--- src/rtl/led_pkg.sv ---
// rtl/led_pkg.sv - shared scan states and geometry for the dual-colour LED matrix driver
package led_pkg;

  typedef enum logic [1:0] {
    FRAME,
    SHIFT,
    LATCH,
    DISPLAY
  } scan_state_t;

  localparam int ROWS         = 16;
  localparam int COLS         = 16;
  localparam int BITS_PER_ROW = 32;

endpackage

--- src/rtl/led_row_shifter.sv ---
// rtl/led_row_shifter.sv - serialises one 32-bit row word MSB first onto sclk/sdata
module led_row_shifter
  import led_pkg::*;
#(
  parameter int DIV = 2
) (
  input  logic                    clk,
  input  logic                    reset_n,
  input  logic                    start,
  input  logic [BITS_PER_ROW-1:0] word,
  output logic                    sclk,
  output logic                    sdata,
  output logic                    done
);

  localparam int DW = (DIV > 1) ? $clog2(DIV) : 1;
  localparam int BW = $clog2(BITS_PER_ROW);

  logic                    busy;
  logic [DW-1:0]           div_cnt;
  logic [BW-1:0]           bit_cnt;
  logic [BITS_PER_ROW-1:0] shreg;
  logic                    phase_end;

  assign phase_end = busy && (div_cnt == DW'(DIV - 1));
  // Combinational so the scan FSM leaves SHIFT on the last high-phase cycle.
  assign done      = phase_end && sclk && (bit_cnt == BW'(BITS_PER_ROW - 1));

  always_ff @(posedge clk or negedge reset_n) begin
    if (!reset_n) begin
      busy    <= 1'b0;
      div_cnt <= '0;
      bit_cnt <= '0;
      shreg   <= '0;
      sclk    <= 1'b0;
      sdata   <= 1'b0;
    end else if (start) begin
      busy    <= 1'b1;
      div_cnt <= '0;
      bit_cnt <= '0;
      shreg   <= word;
      sclk    <= 1'b0;
      sdata   <= word[BITS_PER_ROW-1];
    end else if (busy) begin
      if (phase_end) begin
        div_cnt <= '0;
        if (!sclk) begin
          sclk <= 1'b1;
        end else begin
          sclk <= 1'b0;
          if (bit_cnt == BW'(BITS_PER_ROW - 1)) begin
            busy <= 1'b0;
          end else begin
            bit_cnt <= bit_cnt + 1'b1;
            shreg   <= {shreg[BITS_PER_ROW-2:0], 1'b0};
            sdata   <= shreg[BITS_PER_ROW-2];
          end
        end
      end else begin
        div_cnt <= div_cnt + 1'b1;
      end
    end
  end

endmodule

--- src/rtl/led_matrix_driver.sv ---
// rtl/led_matrix_driver.sv - snapshots a red/green frame and row-scans it onto the LED board
module led_matrix_driver
  import led_pkg::*;
#(
  parameter int DIV     = 2,
  parameter int ON_TIME = 64
) (
  input  logic                      clk,
  input  logic                      reset_n,
  input  logic [ROWS-1:0][COLS-1:0] RedPixels,
  input  logic [ROWS-1:0][COLS-1:0] GrnPixels,
  output logic                      sclk,
  output logic                      sdata,
  output logic                      slatch,
  output logic [3:0]                row_sel,
  output logic                      oe_n,
  output logic                      frame_start
);

  localparam int TMAX = (ON_TIME > DIV) ? ON_TIME : DIV;
  localparam int TW   = $clog2(TMAX + 1);

  scan_state_t              state, next_state;
  logic [3:0]               row, row_nx;
  logic [TW-1:0]            tmr;
  logic [ROWS-1:0][COLS-1:0] red_buf, grn_buf;
  logic                     sh_start, sh_done;
  logic [BITS_PER_ROW-1:0]  sh_word;
  logic                     lat_end, on_end, last_row;

  assign row_nx   = row + 4'd1;
  assign lat_end  = (tmr == TW'(DIV - 1));
  assign on_end   = (tmr == TW'(ON_TIME - 1));
  assign last_row = (row == 4'(ROWS - 1));

  always_comb begin
    next_state = state;
    sh_start   = 1'b0;
    sh_word    = {grn_buf[row_nx], red_buf[row_nx]};
    case (state)
      FRAME: begin
        // Row 0 starts shifting while the buffer is still being loaded.
        next_state = SHIFT;
        sh_start   = 1'b1;
        sh_word    = {GrnPixels[0], RedPixels[0]};
      end
      SHIFT: begin
        if (sh_done) next_state = LATCH;
      end
      LATCH: begin
        if (lat_end) next_state = DISPLAY;
      end
      DISPLAY: begin
        if (on_end) begin
          if (last_row) begin
            next_state = FRAME;
          end else begin
            next_state = SHIFT;
            sh_start   = 1'b1;
          end
        end
      end
      default: next_state = FRAME;
    endcase
  end

  always_ff @(posedge clk or negedge reset_n) begin
    if (!reset_n) begin
      state       <= FRAME;
      row         <= '0;
      tmr         <= '0;
      red_buf     <= '0;
      grn_buf     <= '0;
      slatch      <= 1'b0;
      row_sel     <= '0;
      oe_n        <= 1'b1;
      frame_start <= 1'b0;
    end else begin
      state       <= next_state;
      // Pins follow the state being entered so they line up with it cycle for cycle.
      slatch      <= (next_state == LATCH);
      oe_n        <= (next_state != DISPLAY);
      frame_start <= (state == FRAME);
      if (state == FRAME) begin
        red_buf <= RedPixels;
        grn_buf <= GrnPixels;
        row     <= '0;
      end else if (state == DISPLAY && on_end && !last_row) begin
        row <= row_nx;
      end
      if (state == SHIFT && next_state == LATCH) row_sel <= row;
      if (next_state != state || state == FRAME || state == SHIFT) tmr <= '0;
      else tmr <= tmr + 1'b1;
    end
  end

  led_row_shifter #(
    .DIV(DIV)
  ) u_shifter (
    .clk    (clk),
    .reset_n(reset_n),
    .start  (sh_start),
    .word   (sh_word),
    .sclk   (sclk),
    .sdata  (sdata),
    .done   (sh_done)
  );

endmodule

--- config.mk ---
export PLATFORM = sky130hd
export DESIGN_NAME = led_matrix_driver
export DESIGN_NICKNAME = d
export VERILOG_FILES = /design/src/rtl/led_pkg.sv /design/src/rtl/led_row_shifter.sv /design/src/rtl/led_matrix_driver.sv
export SDC_FILE = /design/constraint.sdc
export NUM_CORES = 1
export LEC_CHECK = 0
export CAP_MARGIN = 20
export CORE_AREA = 2 2 257 259
export CTS_CLUSTER_SIZE = 12
export DETAILED_ROUTE_END_ITERATION = 16
export DIE_AREA = 0 0 259 261
export GPL_ROUTABILITY_DRIVEN = 0
export GPL_TIMING_DRIVEN = 1
export PLACE_DENSITY = 0.73
export RECOVER_POWER = 50
export SLEW_MARGIN = 20
export SYNTH_ARGS = -nofsm -noshare
export SYNTH_HDL_FRONTEND = slang
export SYNTH_SLANG_ARGS = --single-unit
--- constraint.sdc ---
create_clock -name clk -period 2.65 [get_ports clk]
set_input_delay 0.53 -clock clk [delete_from_list [all_inputs] [get_ports clk]]
set_output_delay 0.53 -clock clk [all_outputs]
set_load 0.03 [all_outputs]
======== Word level (Yosys, flattened, before mapping) ========
Cells that the tools add are included.
word-level totals
  register bits ........................... 572
  input bits .............................. 514
  output and inout bits ................... 9
  word-level logic and storage cells ...... 120
cells by class
  add/sub/neg operators ................... 4
  order comparisons ....................... 1
  eq/ne operators ......................... 11
  mux-type cells .......................... 43
  reduce and logical (&&, ||, !) cells .... 16
operator list
  kind                   number
  $mux W31               5
  $bmux W16 S4           2
  $mux W16               2
  $mux W32               1
  $mux W5                5
  $mux W1                20
  $mux W4                2
  $pmux W2 S4            1
  $reduce_bool A2 Y1     4
  $add A7 B1 Y7 const B  1
  $eq A7 B1 Y1 const B   1
  $eq A7 B6 Y1 const B   1
  $mux W7                1
  $eq A2 B2 Y1 const B   3
  $logic_and A1 B1 Y1    6
  $mux W2                3
  $add A5 B1 Y5 const B  1
  $eq A5 B5 Y1 const B   1
  $lt A4 B5 Y1 const B   1
  $add A4 B1 Y4 const B  1
  $eq A4 B4 Y1 const B   1
  $ne A2 B2 Y1 const B   2
  $reduce_and A4 Y1      1
  $eq A2 B1 Y1 const B   1
  7 further kinds        8

======== Logic depth before layout (Yosys ltp) ========
  depth after elaboration ................. 9
  mapped depth ............................ 8
  depth with buffers taken out ............ 8

======== Modules after synthesis ========
A second synthesis with hierarchy kept.
second synthesis, totals
  cell total of the unflattened synthesis .. 1686
  area, all modules ....................... 25811.0 µm²
modules (own cells, without submodules)
  module             instances  cells each  area each (µm²)  seq. area each (µm²)
  led_matrix_driver  1          1511        23991.8          13314.0
  led_row_shifter    1          175         1819.2           1001.0

======== Worst setup path after synthesis ========
Ideal clock, no wire load.
  path kind ............................... reg-to-reg
  from .................................... reg row[1]
  to ...................................... reg u_shifter.shreg[0]
  arrival ................................. 2189 ps
  slack ................................... 327 ps
  cell stages (with the launch flop) ...... 8
  period minus slack after synthesis ...... 2323 ps
  cell sequence ........................... dfrtp_1 -> ha_1 -> buf_2 -> buf_1 -> mux4_2 -> mux4_2 -> mux2i_1 -> mux2i_1
between the ends
  word-level cells in the longest chain between the ends .. 6
  elaborated cells on any way between the ends .. 14
  those cells by class .................... add/sub: 1; eq/ne: 2; mux: 7; reduce/logical: 4
RTL lines
  what                                                                   line                     source
  from (decl)                                                            led_matrix_driver.sv:24  logic [3:0] row, row_nx;
  from (signal assigned)                                                 led_matrix_driver.sv:89  row <= row_nx;
  parallel branches: the longest is 6 deep, another holds $add A4 B1 Y4  --
  to (signal assigned)                                                   led_row_shifter.sv:41    shreg <= word;
  to (signal assigned)                                                   led_row_shifter.sv:55    shreg <= {shreg[BITS_PER_ROW-2:0], 1'b0};
  to (decl)                                                              led_row_shifter.sv:22    logic [BITS_PER_ROW-1:0] shreg;
Parallel ways; which one is timed is not known. The select of a mux whose other input is x is not followed.
A chain may end at the register's enable or synchronous reset.

======== Worst setup path in the final report ========
  from .................................... reg row[0]
  to ...................................... reg u_shifter.shreg[2]
Same word-level chain as after synthesis.

==> impl_metrics.prom <==
# TYPE chip_impl_metric gauge
chip_impl_info{name="status",value="finished, final reports clean"} 1
chip_impl_metric{name="syn_to_final_growth",unit="%"} 33.53
chip_impl_metric{name="htree_levels",unit=""} 3
chip_impl_metric{name="ratio_of_final_minimum_period_to_clock_period",unit="%"} 92.00
chip_impl_metric{name="filler_cells_inserted",unit=""} 5278
chip_impl_metric{name="die_height",unit="um"} 261
chip_impl_metric{name="path_max_fanout",unit=""} 45
chip_impl_metric{name="post_route_cells_drive_above_1_share",unit="%"} 35.71
chip_impl_info{name="cp-start-kind",value="register"} 1
chip_impl_metric{name="post_synth_and_or_nand_nor_area_fraction",unit="%"} 2.608
chip_impl_metric{name="yosys-mux-area-fraction",unit="%"} 35.37
chip_impl_metric{name="critical_path_buf_inv_count",unit=""} 1
chip_impl_metric{name="warnings_synthesis",unit=""} 0
chip_impl_metric{name="clk_path_buf_depth",unit=""} 3
chip_impl_metric{name="worst_skew_pair.late_latency",unit="ps"} 610
chip_impl_metric{name="synthAdderAreaFrac",unit="%"} 0.4380
chip_impl_metric{name="post_cts_setup_buffers",unit=""} 0
chip_impl_metric{name="synth.ff_latch_count",unit=""} 572
chip_impl_metric{name="global_route.usage.total",unit="%"} 24.45
chip_impl_metric{name="synth_compound_gate_area_share",unit="%"} 2.735
chip_impl_metric{name="pin_count",unit=""} 523
chip_impl_info{name="yosys_most_used_dff",value="sky130_fd_sc_hd__dfrtp_1"} 1
chip_impl_metric{name="power.ir.vdd_worst",unit="mV"} 0.3512
chip_impl_metric{name="leftover_overflow_at_the_end_of_global_routing",unit=""} 0
chip_impl_info{name="critPathTopFamily",value="multiplexers"} 1
chip_impl_metric{name="synthesis.area_per_instance",unit="sq um"} 15.64
chip_impl_metric{name="start_util",unit="%"} 39.53
chip_impl_metric{name="post_synth_xor_area_fraction",unit="%"} 0.4720
chip_impl_metric{name="max_freq",unit="MHz"} 410.2
chip_impl_metric{name="portBuffers",unit=""} 522
chip_impl_metric{name="yosysSeqAreaShare",unit="%"} 55.68
chip_impl_metric{name="maxSlewHeadroom",unit="%"} 6.607
chip_impl_metric{name="static-leakage-power",unit="nW"} 13.48
chip_impl_metric{name="fin_nets",unit=""} 2704
chip_impl_metric{name="num_vias",unit=""} 17040
chip_impl_metric{name="post-dp-hpwl",unit="um"} 61520
chip_impl_metric{name="power_per_cell_area",unit="nW/um^2"} 595.4
chip_impl_metric{name="via_per_inst",unit=""} 5.498
chip_impl_info{name="timing.critical_path.cells",value="ha_4 -> buf_12 -> mux4_2 -> mux4_2 -> nand2_1 -> a31oi_1"} 1
chip_impl_info{name="tritoncts_clock_tree",value="yes"} 1
chip_impl_metric{name="worstPathRequired",unit="ps"} 3120
chip_impl_metric{name="report.final.slew_viol_count",unit=""} 0
chip_impl_metric{name="finalSetupTns",unit="ps"} 0
chip_impl_metric{name="cts_made_buffers",unit=""} 67
chip_impl_metric{name="post-place-cells",unit=""} 2975
chip_impl_metric{name="post_layout_cell_count",unit=""} 3100
chip_impl_metric{name="hold_viol",unit=""} 0
chip_impl_metric{name="mappedNetlistArea",unit="sq um"} 25710
chip_impl_metric{name="die_area",unit="sq um"} 67600
chip_impl_metric{name="grt_antenna_before_repair",unit=""} 14
chip_impl_info{name="cpMaxStageDelayCell",value="sky130_fd_sc_hd__dfrtp_4"} 1
chip_impl_metric{name="layout_min_cycle_time",unit="ps"} 2438
chip_impl_metric{name="grt_start_max_net_pins",unit=""} 96
chip_impl_metric{name="drv.max_cap_violation_count",unit=""} 0
chip_impl_info{name="most_repeated_library_cell_on_the_critical_path",value="sky130_fd_sc_hd__mux4_2"} 1
chip_impl_metric{name="multi_input_area",unit="sq um"} 10750
chip_impl_metric{name="max_stage_delay",unit="ps"} 510
chip_impl_info{name="synth_top_family_by_area",value="multiplexers"} 1
chip_impl_info{name="unrepaired_setup_endpoints_after_global_routing",value="no"} 1
chip_impl_metric{name="timing_worst_slew_pin_value",unit="ps"} 1401
chip_impl_metric{name="detail_route.iter0.violations",unit=""} 1405
chip_impl_metric{name="grt_pass1_wl",unit="um"} 121300
chip_impl_info{name="path_class",value="register to register"} 1
chip_impl_metric{name="fp-row-count",unit=""} 94
chip_impl_metric{name="setup_skew",unit="ps"} 28.04
chip_impl_metric{name="number_of_global_route_vias_before_repair",unit=""} 18340
chip_impl_metric{name="yosys.cell_types.count",unit=""} 43
chip_impl_metric{name="numClockSinks",unit=""} 572
chip_impl_metric{name="drc",unit=""} 0
chip_impl_metric{name="postCtsResizedCells",unit=""} 0
chip_impl_metric{name="fp.dieW",unit="um"} 259
chip_impl_metric{name="postSynthNetCount",unit=""} 2167
chip_impl_metric{name="drt-wirelength-per-cell",unit="um"} 26.53
chip_impl_metric{name="worst_setup_hold_path_clk_slew",unit="ps"} 60
chip_impl_metric{name="edff_count_synth",unit=""} 0
chip_impl_metric{name="core-area",unit="sq um"} 65040
chip_impl_metric{name="seqCellArea",unit="sq um"} 14320
chip_impl_metric{name="setup_violations",unit=""} 0
chip_impl_metric{name="drtAntennaViolNets",unit=""} 0
chip_impl_metric{name="synthArstFlopShare",unit="%"} 100.0
chip_impl_info{name="clockRootBuffer",value="sky130_fd_sc_hd__clkbuf_16"} 1
chip_impl_info{name="hold_class",value="register to register"} 1
chip_impl_metric{name="worst_ep_arrival_time",unit="ps"} 2910
chip_impl_metric{name="wirelength",unit="um"} 82260
chip_impl_metric{name="drt-pass1-iter-count",unit=""} 7
chip_impl_metric{name="syn_inst",unit=""} 1644
chip_impl_info{name="timing.critical_path.to_type",value="register"} 1
==> Yosys cell counts, drive strengths merged (3+ instances only) <==
master    n  share of area, %
a211oi   32              0.93
a21oi     7              0.15
a31oi    31              0.75
and2     32              0.78
and3      3             0.073
buf      27              0.93
clkbuf   85               1.2
dfrtp   571                56
ha        9              0.44
inv      36              0.53
mux2    485                21
mux2i     3              0.12
mux4    160                14
nand2    76               1.1
nand3     5             0.097
nand4     4              0.12
nor2     17              0.25
o21ai    33              0.64
xnor2     5              0.20
xor2      8              0.27
==> what timing repair did <==
item,4_1_cts,5_1_grt
hold buffers,1,0
endpoints found under the setup margin,0,0
hold endpoints to repair,33,0
==> per-layer routing <==
metal  global-route usage [%]  share of wire, %
met5                        0              0.10
met3                    5.691               7.5
met4                    8.478               3.5
met2                    43.18                52
met1                    29.39                37
==> cell families after synthesis <==
group	after synthesis
mux	648
flops	572
buf+inv	148
simple gates	143
compound gates	111
xor+xnor	13
fa+ha+maj	9
==> worst paths after layout <==
path,start,endpoint,slack [ps],cells after the start
worst max-delay path,row[0]$_DFFE_PN0P_,u_shifter.shreg[2]$_DFFE_PN0P_,210,6
worst min-delay path,grn_buf[42]$_DFFE_PN0P_,grn_buf[42]$_DFFE_PN0P_,500,1
worst max register to register,row[0]$_DFFE_PN0P_,u_shifter.shreg[2]$_DFFE_PN0P_,210,6
worst min register to register,grn_buf[42]$_DFFE_PN0P_,grn_buf[42]$_DFFE_PN0P_,500,1
max in group asynchronous,reset_n,grn_buf[103]$_DFFE_PN0P_,370,4
min in group asynchronous,reset_n,grn_buf[143]$_DFFE_PN0P_,790,2
==> where the power goes <==
part	switching, mW	total (mW)	internal, mW
logic	0.541	1.67	1.13
clock network	3.72	9.29	5.58
registers	0.322	9.48	9.15
total	4.58	20.4	15.9
==> area by class of cell <==
class / count / area share, %
Sequential cell: 572 / 41.71
Multi-Input combinational cell: 924 / 31.30
Timing Repair Buffer: 580 / 16.95
Clock buffer: 99 / 5.769
Tap cell: 864 / 3.149
Clock inverter: 18 / 0.6778
Inverter: 36 / 0.3936
Antenna cell: 7 / 0.05102
==> per-stage QoR <==
step                hold slack, ps  instance area (sq um)  power (mW)  setup slack [ps]  util [%]
detailed placement           477.4                  32250       11.33             188.4     49.59
floorplan                    234.4                  25710       9.988             326.6         -
finish                       502.2                  34330       20.44             212.0     52.79
global route                 507.8                  34320       21.13             47.97     52.77
global placement             482.2                  32250       11.29             223.5     49.59
CTS                          425.6                  34480       20.65             177.9     53.01
==> cell usage in the layout (no fill, tap or decap), types with 2 or more instances in the layout <==
| master | Yosys | layout |
|---|---|---|
| sky130_fd_sc_hd__a211oi_1 | 32 | 32 |
| sky130_fd_sc_hd__a21oi_1 | 6 | 6 |
| sky130_fd_sc_hd__a31oi_1 | 31 | 31 |
| sky130_fd_sc_hd__and2_1 | 32 | 32 |
| sky130_fd_sc_hd__and3_1 | 3 | 3 |
| sky130_fd_sc_hd__buf_12 | 2 | 17 |
| sky130_fd_sc_hd__buf_4 | 0 | 19 |
| sky130_fd_sc_hd__buf_6 | 13 | 2 |
| sky130_fd_sc_hd__bufinv_16 | 0 | 4 |
| sky130_fd_sc_hd__clkbuf_1 | 85 | 29 |
| sky130_fd_sc_hd__clkbuf_16 | 0 | 70 |
| sky130_fd_sc_hd__clkbuf_2 | 0 | 5 |
| sky130_fd_sc_hd__clkbuf_4 | 0 | 2 |
| sky130_fd_sc_hd__clkbuf_8 | 0 | 12 |
| sky130_fd_sc_hd__clkdlybuf4s50_1 | 0 | 521 |
| sky130_fd_sc_hd__clkinv_2 | 0 | 8 |
| sky130_fd_sc_hd__clkinv_8 | 0 | 3 |
| sky130_fd_sc_hd__clkinvlp_4 | 0 | 2 |
| sky130_fd_sc_hd__dfrtp_1 | 571 | 570 |
| sky130_fd_sc_hd__diode_2 | 0 | 7 |
| sky130_fd_sc_hd__ha_1 | 9 | 8 |
| sky130_fd_sc_hd__inv_1 | 35 | 35 |
| sky130_fd_sc_hd__mux2_1 | 4 | 4 |
| sky130_fd_sc_hd__mux2_2 | 481 | 481 |
| sky130_fd_sc_hd__mux2i_1 | 3 | 3 |
| sky130_fd_sc_hd__mux4_2 | 160 | 160 |
| sky130_fd_sc_hd__nand2_1 | 76 | 76 |
| sky130_fd_sc_hd__nand3_1 | 5 | 5 |
| sky130_fd_sc_hd__nand4_1 | 3 | 3 |
| sky130_fd_sc_hd__nor2_1 | 17 | 17 |
| sky130_fd_sc_hd__o21ai_0 | 33 | 33 |
| sky130_fd_sc_hd__xnor2_1 | 4 | 3 |
| sky130_fd_sc_hd__xor2_1 | 8 | 8 |
==> flip-flops by register name, summed over array words and instances (netlist names) <==
register and count:
grn_buf 256, red_buf 256, u_shifter.shreg 31, tmr 7, u_shifter.bit_cnt 5, row 4, row_sel 4, state 2
frame_start 1, oe_n 1, slatch 1, u_shifter.busy 1, u_shifter.div_cnt 1, u_shifter.sclk 1, u_shifter.sdata 1
(Power assumes the default switching activity.)
==> edit 1: new RTL, same flow settings <==
Register the output `slatch` once more, with the module's reset; this adds one clock of latency there. The other outputs are not delayed to match.
--- a/src/rtl/led_matrix_driver.sv
+++ b/src/rtl/led_matrix_driver.sv
@@ -20,4 +20,6 @@
   localparam int TMAX = (ON_TIME > DIV) ? ON_TIME : DIV;
   localparam int TW   = $clog2(TMAX + 1);
+
+  logic slatch_s0;
 
   scan_state_t              state, next_state;
@@ -72,5 +74,5 @@
       red_buf     <= '0;
       grn_buf     <= '0;
-      slatch      <= 1'b0;
+      slatch_s0   <= 1'b0;
       row_sel     <= '0;
       oe_n        <= 1'b1;
@@ -79,5 +81,5 @@
       state       <= next_state;
       // Pins follow the state being entered so they line up with it cycle for cycle.
-      slatch      <= (next_state == LATCH);
+      slatch_s0   <= (next_state == LATCH);
       oe_n        <= (next_state != DISPLAY);
       frame_start <= (state == FRAME);
@@ -107,4 +109,12 @@
   );
 
+  always_ff @(posedge clk or negedge reset_n) begin
+    if (!reset_n) begin
+      slatch <= '0;
+    end else begin
+      slatch <= slatch_s0;
+    end
+  end
+
 endmodule
 
Check against the original RTL: no difference found for any inputs over 4 cycles, from zero or initial values and one cycle with reset_n low; that may be too few to reach the edited logic, so the function may still have changed.
==> edit 1 against the original RTL <==
Utilization decreased by 0.37 points; clock skew is 7.1 ps higher; power down 4.8%; cell area is 0.70% lower; synthesized area about the same; clock power fell by 11%; routed wire length decreased by 1.6%; setup slack got worse by 79 ps; sequential cell count increased by 1; critical path type unchanged; highest routed layer unchanged.
==> edit 1: results (changes against the original RTL) <==
** Placement
- The setup slack at placement is 118 ps (-70.2 ps).
- HPWL after DPL :: 61400 um (-0.21%)

** Synthesis
- After synthesis, the cell types taking the most area are sky130_fd_sc_hd__dfrtp_1 56%, sky130_fd_sc_hd__mux2_2 21%, sky130_fd_sc_hd__mux4_2 14%, sky130_fd_sc_hd__clkbuf_1 1.2%, sky130_fd_sc_hd__nand2_1 1.1%.
- Adder-cell area share of the yosys netlist :: 0.438% (about the same)
- The synthesized-area fraction occupied by ao, oa, aoi and oai cells was 2.73% (about the same).
- The post-synthesis net count is 2168 (+0.046%).
- Area share of xor/xnor cells in the synthesized design :: 0.472% (about the same)
- Share of cell area taken by muxes after synthesis :: 35.3% (about the same)
- The sequential area share after synthesis came to 55.7% (about the same).
- Most numerous cell types in the synthesized netlist :: 572 x sky130_fd_sc_hd__dfrtp_1, 481 x sky130_fd_sc_hd__mux2_2, 160 x sky130_fd_sc_hd__mux4_2

** Worst setup path
- CP max FO :: 36 (-20%)
- Worst endpoint data arrival time :: 2990 ps (+80 ps)

** Timing
- Clock tree skew after final layout :: 35.2 ps (+7.13 ps)
- The maximum clock rate came to 397 MHz (-3.1%).
- Slew of the pin with the lowest slew margin :: 1010 ps (-386 ps)

** Clock network
- Max H-tree Level :: 2 (-1)
- Worst-Skew Late Latency :: 630 ps (+20 ps)

** Detailed routing
- The first-pass detailed-route iteration total came to 5 (-2).
- The detailed router's first-iteration violation count is 1368 (-2.6%).
- Via count :: 16900 (-1.0%)

** GRT
- Global-route wire length before repair :: 119000 um (-2.1%)
- The initial antenna violation count came to 11 (-3).
- The largest net degree at the start of global routing came to 101 (+5.2%).

** Power and ir drop
- The cell leakage power came to 13.4 nW (-0.76%).

** Outcome
- The run finished with clean final reports.

** Cells and area
- Number of nets in the layout :: 2696 (-0.30%)
- Layout cells sized above 1 :: 35.8% (+0.074 points)
-- edit 1: kinds of logic after synthesis --
family | after synthesis
mux | 648
flops | 573
buf+inv | 148
simple gates | 143
compound gates | 111
xor+xnor | 13
fa+ha+maj | 9
-- edit 1: cell type report --
class / instances / area, um2
flip-flops and latches: 573 / 14300
clock inverters: 16 / 131
inverters: 36 / 135
multi-input cells: 924 / 10800
fillers: 5228 / 30900
well taps: 864 / 1080
diodes: 1 / 2.50
repair buffers: 577 / 5850
clock buffers: 90 / 1790
-- edit 1: worst min-delay path by stage --
stage	start	slack, ps	to
3_3_place_gp	slatch_s0	340	slatch
2_1_floorplan	reset_n	230	frame_start
4_1_cts	slatch_s0	350	slatch
6_report	slatch_s0	350	slatch
5_1_grt	slatch_s0	360	slatch
3_5_place_dp	slatch_s0	330	slatch
-- edit 1: critical path, stage by stage, from the launching register on --
cell	delay, ps
sky130_fd_sc_hd__dfrtp_4	460
sky130_fd_sc_hd__buf_12	290
sky130_fd_sc_hd__buf_4	370
sky130_fd_sc_hd__mux4_2	550
sky130_fd_sc_hd__mux4_2	480
sky130_fd_sc_hd__nand2_1	90
sky130_fd_sc_hd__a31oi_1	100
-- edit 1: power breakdown --
part	switching (W)	internal, W	total (W)
Sequential	0.000311	0.00917	0.00948
Combinational	0.000595	0.00113	0.00173
Clock	0.00352	0.00472	0.00824
Total	0.00443	0.0150	0.0195
-- edit 1: metrics by stage --
stage	instances	util, %
global route	3080	52.4
floorplan	1645	-
CTS	3080	52.6
finish	3081	52.4
global placement	2973	49.6
detailed placement	2973	49.6
-- edit 1: what timing repair did --
| action | CTS | global route |
|---|---|---|
| endpoints found under the hold margin | 18 | 0 |
| hold buffers | 1 | 0 |
| gates resized for setup | 0 | 0 |
-- edit 1: layer usage --
layer	track usage (%)	wire [um]
met5	0	119
met2	41.8	41200
met3	4.67	5550
met4	10.1	3660
met1	29.1	30400
==> edit 2: new RTL, same flow settings <==
Made on the original files. The 4 states of `scan_state_t` get a Gray code encoding in 2 bits.
--- a/src/rtl/led_pkg.sv
+++ b/src/rtl/led_pkg.sv
@@ -3,8 +3,8 @@
 
   typedef enum logic [1:0] {
-    FRAME,
-    SHIFT,
-    LATCH,
-    DISPLAY
+    FRAME   = 2'b00,
+    SHIFT   = 2'b01,
+    LATCH   = 2'b11,
+    DISPLAY = 2'b10
   } scan_state_t;
 
Behaviour: no difference found for any inputs over 4 cycles, from zero or initial values and one cycle with reset_n low; so few cycles prove little.
==> edit 2 against the original RTL <==
Routed wire length fell by 7.4%; sequential cell count is the same; largest power group unchanged; setup slack got worse by 160 ps; largest cell class unchanged; worst hold slack got worse by 2.8 ps; critical path depth up 1; power is 4.4% lower; cell area hardly changed; final cell count up 2.8%; synthesized area is 0.55% higher.
==> edit 2: results (changes against the original RTL) <==
** Outcome
- The flow ran to the end, and the final reports show no timing, DRC or antenna violations.

** Worst setup path
- The data arrival time of the critical path was 3090 ps (+180 ps).
- Slack of the worst reg-to-reg path :: 50 ps (-160 ps)
- The delay contributed by the slowest stage of the critical path came to 550 ps (+40 ps).
- CP max FO :: 40 (-11%)
- Reg-to-Reg End :: u_shifter.shreg[28]
- The depth of the worst register-to-register path is 7 (+1).

** Synthesis
- After synthesis, the most frequently instantiated cells are 571 x sky130_fd_sc_hd__dfrtp_1, 516 x sky130_fd_sc_hd__mux2_2, 129 x sky130_fd_sc_hd__mux4_2.
- The xor/xnor cell area share of the yosys netlist came to 0.503% (+0.031 points).
- The post-synthesis share of cell area spent on full adders, half adders and majority gates was 0.242% (-0.20 points).
- After synthesis, the cell types taking the most area are sky130_fd_sc_hd__dfrtp_1 55%, sky130_fd_sc_hd__mux2_2 22%, sky130_fd_sc_hd__mux4_2 11%, sky130_fd_sc_hd__nand2_1 1.6%, sky130_fd_sc_hd__mux2i_1 1.3%.
- The distinct cell type count of the synthesized netlist was 42 (-2.3%).
- The sequential area share after synthesis was 55.4% (-0.30 points).

** GRT
- Vias in the first global route :: 18300 (-0.011%)
- The wire length of the first global-routing pass is 114000 um (-5.9%).
- The overall global routing resource usage came to 22.3% (-2.2 points).

** Power and ir drop
- Maximum VDD drop :: 559 uV (+59%)
- Leakage power summed over all cells :: 13.4 nW (-0.40%)

** Detailed routing
- The detailed router's first-iteration violation count came to 1057 (-25%).
- Via count :: 17100 (+0.15%)
- DRT Pass-1 Iters :: 5 (-2)
- Final WL :: 76200 um (-7.4%)

** Timing
- Clock tree skew after final layout :: 18.8 ps (-9.19 ps)
- Slew of the pin with the lowest slew margin :: 1160 ps (-237 ps)
- Fin Hold WS :: 499 ps (-2.80 ps)
- The time the final worst path needs with I/O delays and setup is 2600 ps (+164 ps).

** Cells and area
- Number of filler instances in the final layout :: 5336 (+1.1%)
- The number of nets in the finished design came to 2774 (+2.6%).
- The fraction of final layout cells sized beyond drive strength 1 is 34.9% (-0.80 points).

** Placement
- The HPWL after detailed placement came to 55900 um (-9.2%).
- Setup WS pre-CTS :: 41.5 ps (-147 ps)

** Clock network
- Max H-tree Level :: 2 (-1)
- The insertion delay of the later-clocked pin in the worst-skew pair was 610 ps (about the same).

** Hold path
- The path with the worst hold slack has its endpoint at red_buf[50].
- Launch instance of the worst min-delay path :: red_buf[50]
edit 2: how the worst max path moves through the flow:
stage               startpoint  cells after the start                  end
finish                  row[0]                      7  u_shifter.shreg[28]
global route            row[0]                      7  u_shifter.shreg[28]
CTS                     row[0]                      7  u_shifter.shreg[24]
detailed placement      row[0]                      7  u_shifter.shreg[24]
global placement        row[0]                      7  u_shifter.shreg[24]
floorplan               row[1]                      7  u_shifter.shreg[15]
edit 2: kinds of logic (layout without fill, tap and decap cells):
group | after synthesis | in the layout
AOI/OAI and AO/OA | 120 | 120
xor gates and xnor gates | 14 | 14
adders and majority gates | 5 | 5
buffers and inverters | 141 | 709
DFF | 572 | 572
muxes | 678 | 678
other | 0 | 26
and+or+nand+nor | 199 | 199
edit 2: metal layers:
metal | vias up | global-route usage [%] | share of wire [%]
met1 | 8949 | 30.3 | 43
met3 | 140 | 3.63 | 5.1
met5 | - | 0 | 0.051
met4 | 6 | 9.25 | 3.4
li1 | 7452 | - | -
met2 | 521 | 35.8 | 49
edit 2: area by class of cell:
class | instances | area, um2 | share of cell area [%]
inverter | 20 | 75.1 | 0.219
clock buffer | 88 | 1730 | 5.03
multi-input combinational | 1016 | 11000 | 32.0
sequential | 572 | 14300 | 41.7
timing repair buffer | 584 | 5880 | 17.1
antenna | 26 | 65.1 | 0.189
tap | 864 | 1080 | 3.15
clock inverter | 17 | 219 | 0.637
edit 2: repair_timing:
action,4_1_cts,5_1_grt
endpoints found under the setup margin,0,1
gates resized for setup,0,1
buffers inserted,0,0
hold endpoints to repair,55,0
hold buffers,1,0
edit 2: stage by stage:
| step | power, W | std cells | area [um2] |
|---|---|---|---|
| global placement | 0.0112 | 3055 | 32500 |
| CTS | 0.0197 | 3161 | 34400 |
| detailed placement | 0.0112 | 3055 | 32500 |
| floorplan | 0.00999 | 1729 | 25900 |
| finish | 0.0195 | 3187 | 34400 |
| global route | 0.0202 | 3183 | 34300 |
edit 2: worst max-delay path, delay by kind of cell, from the launching register on:
family	cells	cell delay, ps
buffers and inverters	1	250
adder cells (fa/ha/maj)	1	310
AND/OR/NAND/NOR	1	170
multiplexers	1	360
flip-flops	1	520
AO/OA/AOI/OAI	3	820
edit 2: power breakdown:
part | switching, W | total, W | internal [W]
Clock | 0.00351 | 0.00847 | 0.00496
Sequential | 0.000234 | 0.00938 | 0.00915
Combinational | 0.000551 | 0.00168 | 0.00112
